==> src/rtl/sha_miner_defs_pkg.sv <==
// Definitions shared by the SHA-256 miner blocks: datapath widths, the hasher
// pipeline depth and the solution record that is queued towards the host.
package sha_miner_defs;

  localparam int HASH_W       = 256;
  localparam int WORD_W       = 32;
  localparam int PIPE_LAT_DEF = 130;
  localparam int SOL_W        = 128;

  typedef struct packed {
    logic [WORD_W-1:0] tstamp;
    logic [WORD_W-1:0] nonce;
    logic [63:0]       hash;
  } sol_t;

  // The {time,nonce} counter runs lat words ahead of the result it belongs to.
  function automatic logic [2*WORD_W-1:0] skew_correct(input logic [2*WORD_W-1:0] ctr,
                                                       input int lat);
    return ctr - (2*WORD_W)'(lat);
  endfunction

endpackage

==> src/rtl/sha_solution_collector_sol_fifo.sv <==
// Synchronous single-clock FIFO for solution records; extra pointer MSB
// distinguishes full from empty.
module sol_fifo #(
  parameter int W     = 128,
  parameter int DEPTH = 4
) (
  input  logic                       CLK,
  input  logic                       RST,
  input  logic                       clr,
  input  logic                       push,
  input  logic                       pop,
  input  logic [W-1:0]               wdata,
  output logic [W-1:0]               rdata,
  output logic                       full,
  output logic                       empty,
  output logic [$clog2(DEPTH):0]     count
);

  localparam int AW = $clog2(DEPTH);

  logic [W-1:0] mem_q [DEPTH];
  logic [AW:0]  wr_q, rd_q;
  logic         do_pop, do_push;

  assign empty   = (wr_q == rd_q);
  assign full    = (wr_q[AW] != rd_q[AW]) && (wr_q[AW-1:0] == rd_q[AW-1:0]);
  assign count   = wr_q - rd_q;
  assign do_pop  = pop & ~empty;
  assign do_push = push & (~full | do_pop);
  assign rdata   = mem_q[rd_q[AW-1:0]];

  always_ff @(posedge CLK or negedge RST) begin
    if (!RST) begin
      wr_q <= '0;
      rd_q <= '0;
    end else if (clr) begin
      wr_q <= '0;
      rd_q <= '0;
    end else begin
      if (do_push) wr_q <= wr_q + 1'b1;
      if (do_pop)  rd_q <= rd_q + 1'b1;
    end
  end

  // NOTE: storage is deliberately not reset; the pointers alone define which entries are valid.
  always_ff @(posedge CLK) begin
    if (do_push && !clr) mem_q[wr_q[AW-1:0]] <= wdata;
  end

endmodule

==> src/rtl/sha_solution_collector.sv <==
// Hasher result consumer: target compare, counter skew correction and a
// solution FIFO drained by the host over valid/ready.
import sha_miner_defs::*;

module sha_solution_collector #(
  parameter int PIPE_LAT  = PIPE_LAT_DEF,
  parameter int DEPTH     = 4,
  parameter int AFULL_GAP = 2
) (
  input  logic              CLK,
  input  logic              RST,
  input  logic              clr,
  input  logic              valid_in,
  input  logic [HASH_W-1:0] result_in,
  input  logic [WORD_W-1:0] time_in,
  input  logic [WORD_W-1:0] nonce_in,
  input  logic [HASH_W-1:0] target_in,
  output logic              hold_out,
  output logic              sol_valid,
  input  logic              sol_ready,
  output logic [WORD_W-1:0] sol_time,
  output logic [WORD_W-1:0] sol_nonce,
  output logic [63:0]       sol_hash,
  output logic [WORD_W-1:0] hit_count,
  output logic              drop_flag
);

  localparam int CW = $clog2(DEPTH) + 1;

  logic              s1_valid_q, s1_hit_q;
  sol_t              s1_rec_q;
  logic [2*WORD_W-1:0] corr;
  logic              fifo_full, fifo_empty;
  logic [CW-1:0]     fifo_count, count_d;
  logic [SOL_W-1:0]  fifo_rdata;
  sol_t              head;
  logic              pop, push, drop;
  logic              hold_q, drop_q;
  logic [WORD_W-1:0] hit_count_q;

  assign corr = skew_correct({time_in, nonce_in}, PIPE_LAT);

  always_ff @(posedge CLK or negedge RST) begin
    if (!RST) begin
      s1_valid_q <= 1'b0;
      s1_hit_q   <= 1'b0;
      s1_rec_q   <= '0;
    end else if (clr) begin
      s1_valid_q <= 1'b0;
    end else begin
      s1_valid_q <= valid_in;
      if (valid_in) begin
        s1_hit_q <= (result_in <= target_in);
        s1_rec_q <= '{tstamp: corr[2*WORD_W-1:WORD_W], nonce: corr[WORD_W-1:0],
                      hash: result_in[HASH_W-1 -: 64]};
      end
    end
  end

  // A pop in the same cycle frees the slot, so a full FIFO still accepts the hit.
  assign pop     = sol_ready & ~fifo_empty;
  assign push    = s1_valid_q & s1_hit_q & (~fifo_full | pop);
  assign drop    = s1_valid_q & s1_hit_q & fifo_full & ~pop;
  assign count_d = clr ? '0 : fifo_count + CW'(push) - CW'(pop);

  sol_fifo #(.W(SOL_W), .DEPTH(DEPTH)) u_fifo (
    .CLK   (CLK),
    .RST   (RST),
    .clr   (clr),
    .push  (push),
    .pop   (pop),
    .wdata (s1_rec_q),
    .rdata (fifo_rdata),
    .full  (fifo_full),
    .empty (fifo_empty),
    .count (fifo_count)
  );

  always_ff @(posedge CLK or negedge RST) begin
    if (!RST) begin
      hold_q      <= 1'b0;
      drop_q      <= 1'b0;
      hit_count_q <= '0;
    end else begin
      hold_q <= ((DEPTH - int'(count_d)) <= AFULL_GAP);
      if (clr) begin
        drop_q      <= 1'b0;
        hit_count_q <= '0;
      end else begin
        if (drop) drop_q <= 1'b1;
        if (push && hit_count_q != '1) hit_count_q <= hit_count_q + WORD_W'(1);
      end
    end
  end

  assign head      = sol_t'(fifo_rdata);
  assign sol_valid = ~fifo_empty;
  assign sol_time  = fifo_empty ? '0 : head.tstamp;
  assign sol_nonce = fifo_empty ? '0 : head.nonce;
  assign sol_hash  = fifo_empty ? '0 : head.hash;
  assign hold_out  = hold_q;
  assign hit_count = hit_count_q;
  assign drop_flag = drop_q;

endmodule

==> config.mk <==
export PLATFORM = sky130hd
export DESIGN_NAME = sha_solution_collector
export DESIGN_NICKNAME = d
export VERILOG_FILES = /design/src/rtl/sha_miner_defs_pkg.sv /design/src/rtl/sha_solution_collector_sol_fifo.sv /design/src/rtl/sha_solution_collector.sv
export SDC_FILE = /design/constraint.sdc
export NUM_CORES = 1
export LEC_CHECK = 0
export ABC_AREA = 1
export BUFFER_PORTS_ARGS = -buffer_cell sky130_fd_sc_hd__buf_2
export CAP_MARGIN = 30
export CORE_AREA = 8 8 286 288
export CTS_BUF_LIST = sky130_fd_sc_hd__clkbuf_4 sky130_fd_sc_hd__clkbuf_8 sky130_fd_sc_hd__clkbuf_16
export DETAILED_ROUTE_END_ITERATION = 12
export DIE_AREA = 0 0 294 296
export PLACE_DENSITY = 0.7
export SYNTH_ARGS = -nofsm -noshare
export SYNTH_HDL_FRONTEND = slang
export SYNTH_SLANG_ARGS = --single-unit
==> constraint.sdc <==
create_clock -name CLK -period 15.56 [get_ports CLK]
set_input_delay 3.89 -clock CLK [delete_from_list [all_inputs] [get_ports CLK]]
set_output_delay 3.89 -clock CLK [all_outputs]
set_load 0.02 [all_outputs]
==> impl_metrics.ini <==
[run_status]
outcome = finished, final reports clean

[logic_synthesis]
synth_edf_count = 512
async_reset_ff_share_pct = 24.9
synth-compound-area-share_pct = 9.41
synth_cell_types = 47
synth_top_family_by_area = simple AND/OR/NAND/NOR gates
syn_inst = 3828
synth_area_leader_cell = edfxtp_1
ys_top_cells_by_area = edfxtp_1 43%, dfrtp_1 12%, ha_1 9.3%
synthSimpleGateAreaFrac_pct = 17.8
synth_top_flop_cell = edfxtp_1
synth_fa_ha_area_share_pct = 9.40
muxShareOfSynthArea_pct = 0
ys_seq_elements = 682
synth_xor_xnor_area_share_pct = 1.49
synthesis.nets = 4678
synth_area_per_cell_um2 = 9.39
synth.cell_area_um2 = 35900
synth_top_area_share_pct = 42.8
yosysSeqAreaShare_pct = 54.6
synth_warnings = 0

[cells_and_area]
drive_gt1_share_pct = 20.6
layout_commonest_cell = nand2_1
layout_common_cells = 802 x nand2_1, 742 x buf_2, 582 x nor2_1
postLayoutCoreUtil_pct = 56.1
fillerInstances = 6899
area_growth_pct = 20.1
fin_nets = 5382
instances_no_fill = 5673

[die]
core_area_um2 = 77000
pin_count = 744
die-area_um2 = 87000
die_w_um = 294
fp-row-count = 102
initial_core_util_pct = 46.7
die_h_um = 296

[detailed_routing]
first_pass_iters = 6
avgViaCountPerCell = 5.19
wl_per_cell_um = 21.7
drc = 0
ant_nets = 0
drt_iter0_markers = 1989
via_count = 29430
routed_wl_mm = 123

[timing]
timing.setup.tns_ns = 0
final.period_utilization_pct = 50.1
slew_viol_final = 0
clock_skew_ns = 0.0215
setup_ws_ns = 7.76
final-hold-violation-count = 0
setup_viol = 0
relSlewSlack_pct = 33.3
tightest_slew_ns = 1.00
rsz0062_at_grt = no
min_period_ns = 7.80
max_freq_ghz = 0.128

[global_route]
antenna_found_initial = 83
gr-total-overflow = 0
grtUsageTotal_pct = 27.3
grt_max_degree = 106
grt_pass1_vias = 28776
grt_pass1_wl_mm = 179

[critical_path]
arrival_ns = 3.91
required_ns = 11.67
critPathMaxFanout = 91
path_class = register to output port
reg2reg_slack_ns = 10.02
reg2reg_depth = 13
reg2reg_from = u_fifo.rd_q[0]
r2r_end = u_fifo.mem_q[3][45]
cp-startpoint = u_fifo.rd_q[0]
end_kind = output port
worstSetupStartpointType = register

[pwr]
power.leakage_nw = 20.4
powerDensity_nw_per_um2 = 105
vdd_drop_max_uv = 72.3
seq_power_share_pct = 46.9
p_sw_share_pct = 27.9
pwr-share-comb_pct = 16.4
internal_power_mw = 3.27
total_power_mw = 4.54
p_clk_share_pct = 36.6
p_switching_mw = 1.27

[clock_tree]
cts_tree = built
htreeDepth = 3
clk_pin_slew_ns = 0.06
post_cts_resized = 0
numCtsBuffers = 69
cts_setup_buffers = 0
clock_latency_ns = 0.61
holdBufCountCts = 0
clk_path_buf_depth = 3
root_buffer = clkbuf_16
cts.sink_count = 682

[place]
place_inst = 5499
globalplace.congestion = 0.998
port_buffers = 743
hpwlAfterDp_mm = 93.8
dp_slack_ns = 8.17

[min_path]
holdPathEnd = u_fifo.rd_q[2]
holdPathStages = 1
min_path_type = register to register
hp-start = u_fifo.rd_q[2]

[flow_run]
cap_violations = 0
## synth_stat cells (11+ instances only)
library cell and number:
nand2_1 803, o32ai_1 128, nor3_1 38, nand3_1 49
o21a_1 16, a31oi_1 16, a21oi_1 139, buf_1 11
dfrtp_1 170, o31ai_1 20, xnor2_1 21, nand4_1 41
xor2_1 40, nor4_1 17, edfxtp_1 512, inv_1 544
o21ai_0 202, clkbuf_1 112, ha_1 267, nor2_1 586
## layout make-up
cell class,instances,area [um2],area share [%]
clock inverters,42,374,0.866
well taps,1040,1300,3.01
diodes,46,115,0.267
clock buffers,84,1910,4.43
inverters,553,2090,4.84
repair buffers,768,3990,9.24
flip-flops and latches,682,19600,45.5
multi-input cells,2458,13800,31.9
## stage by stage
stage          hold slack, ns  cell area, um2
2_1_floorplan           0.455           35900
3_3_place_gp            0.478           40700
3_5_place_dp            0.479           40700
4_1_cts                 0.487           43000
5_1_grt                 0.532           43100
6_report                0.489           43200
## worst max-delay path by stage
stage                          endpoint  slack, ns
floorplan            u_fifo.mem_q[0][0]       5.05
global placement          sol_nonce[30]       8.02
detailed placement  u_fifo.mem_q[3][61]       8.17
CTS                       sol_nonce[30]       7.59
global route               sol_nonce[0]       7.55
finish                     sol_nonce[0]       7.76
## state kept, by name, summed over array words and instances (netlist names)
name,flops
u_fifo.mem_q,512
s1_rec_q,128
hit_count,32
u_fifo.rd_q,3
u_fifo.wr_q,3
drop_flag,1
hold_out,1
s1_hit_q,1
s1_valid_q,1
## worst max-delay path: stages (launching register included)
cell and delay, ns:
dfrtp_4 0.70, inv_8 0.49, buf_4 0.80, nor2_1 0.09
o32ai_1 0.71, nand2_1 0.10, inv_1 0.08, buf_2 0.16
## logic make-up (layout without fill, tap and decap cells)
| group | count (synthesis) | after routing |
|---|---|---|
| fa+ha+maj | 269 | 269 |
| xor+xnor | 61 | 61 |
| flops | 682 | 682 |
| compound gates | 548 | 548 |
| other cells | 0 | 46 |
| buf+inv | 688 | 1447 |
| simple gates | 1580 | 1580 |
## per-layer routing
layer / GRT usage, % / wire, um / up-vias
li1: - / - / 14240
met1: 30.2 / 44200 / 13849
met2: 49.4 / 62900 / 1011
met3: 6.06 / 8650 / 288
met4: 13.8 / 6960 / 42
met5: 0 / 252 / -
## power by group through the flow
stage                     clock [mW]  combinational, mW  sequential, mW
after floorplan                    0              0.448            2.14
after global placement             0              0.734            2.16
after detailed placement           0              0.750            2.17
after CTS                       1.69              0.755            2.13
after global routing            1.76              0.832            2.14
final                           1.66              0.746            2.13
Note: power is estimated with default switching activity, not from simulation.
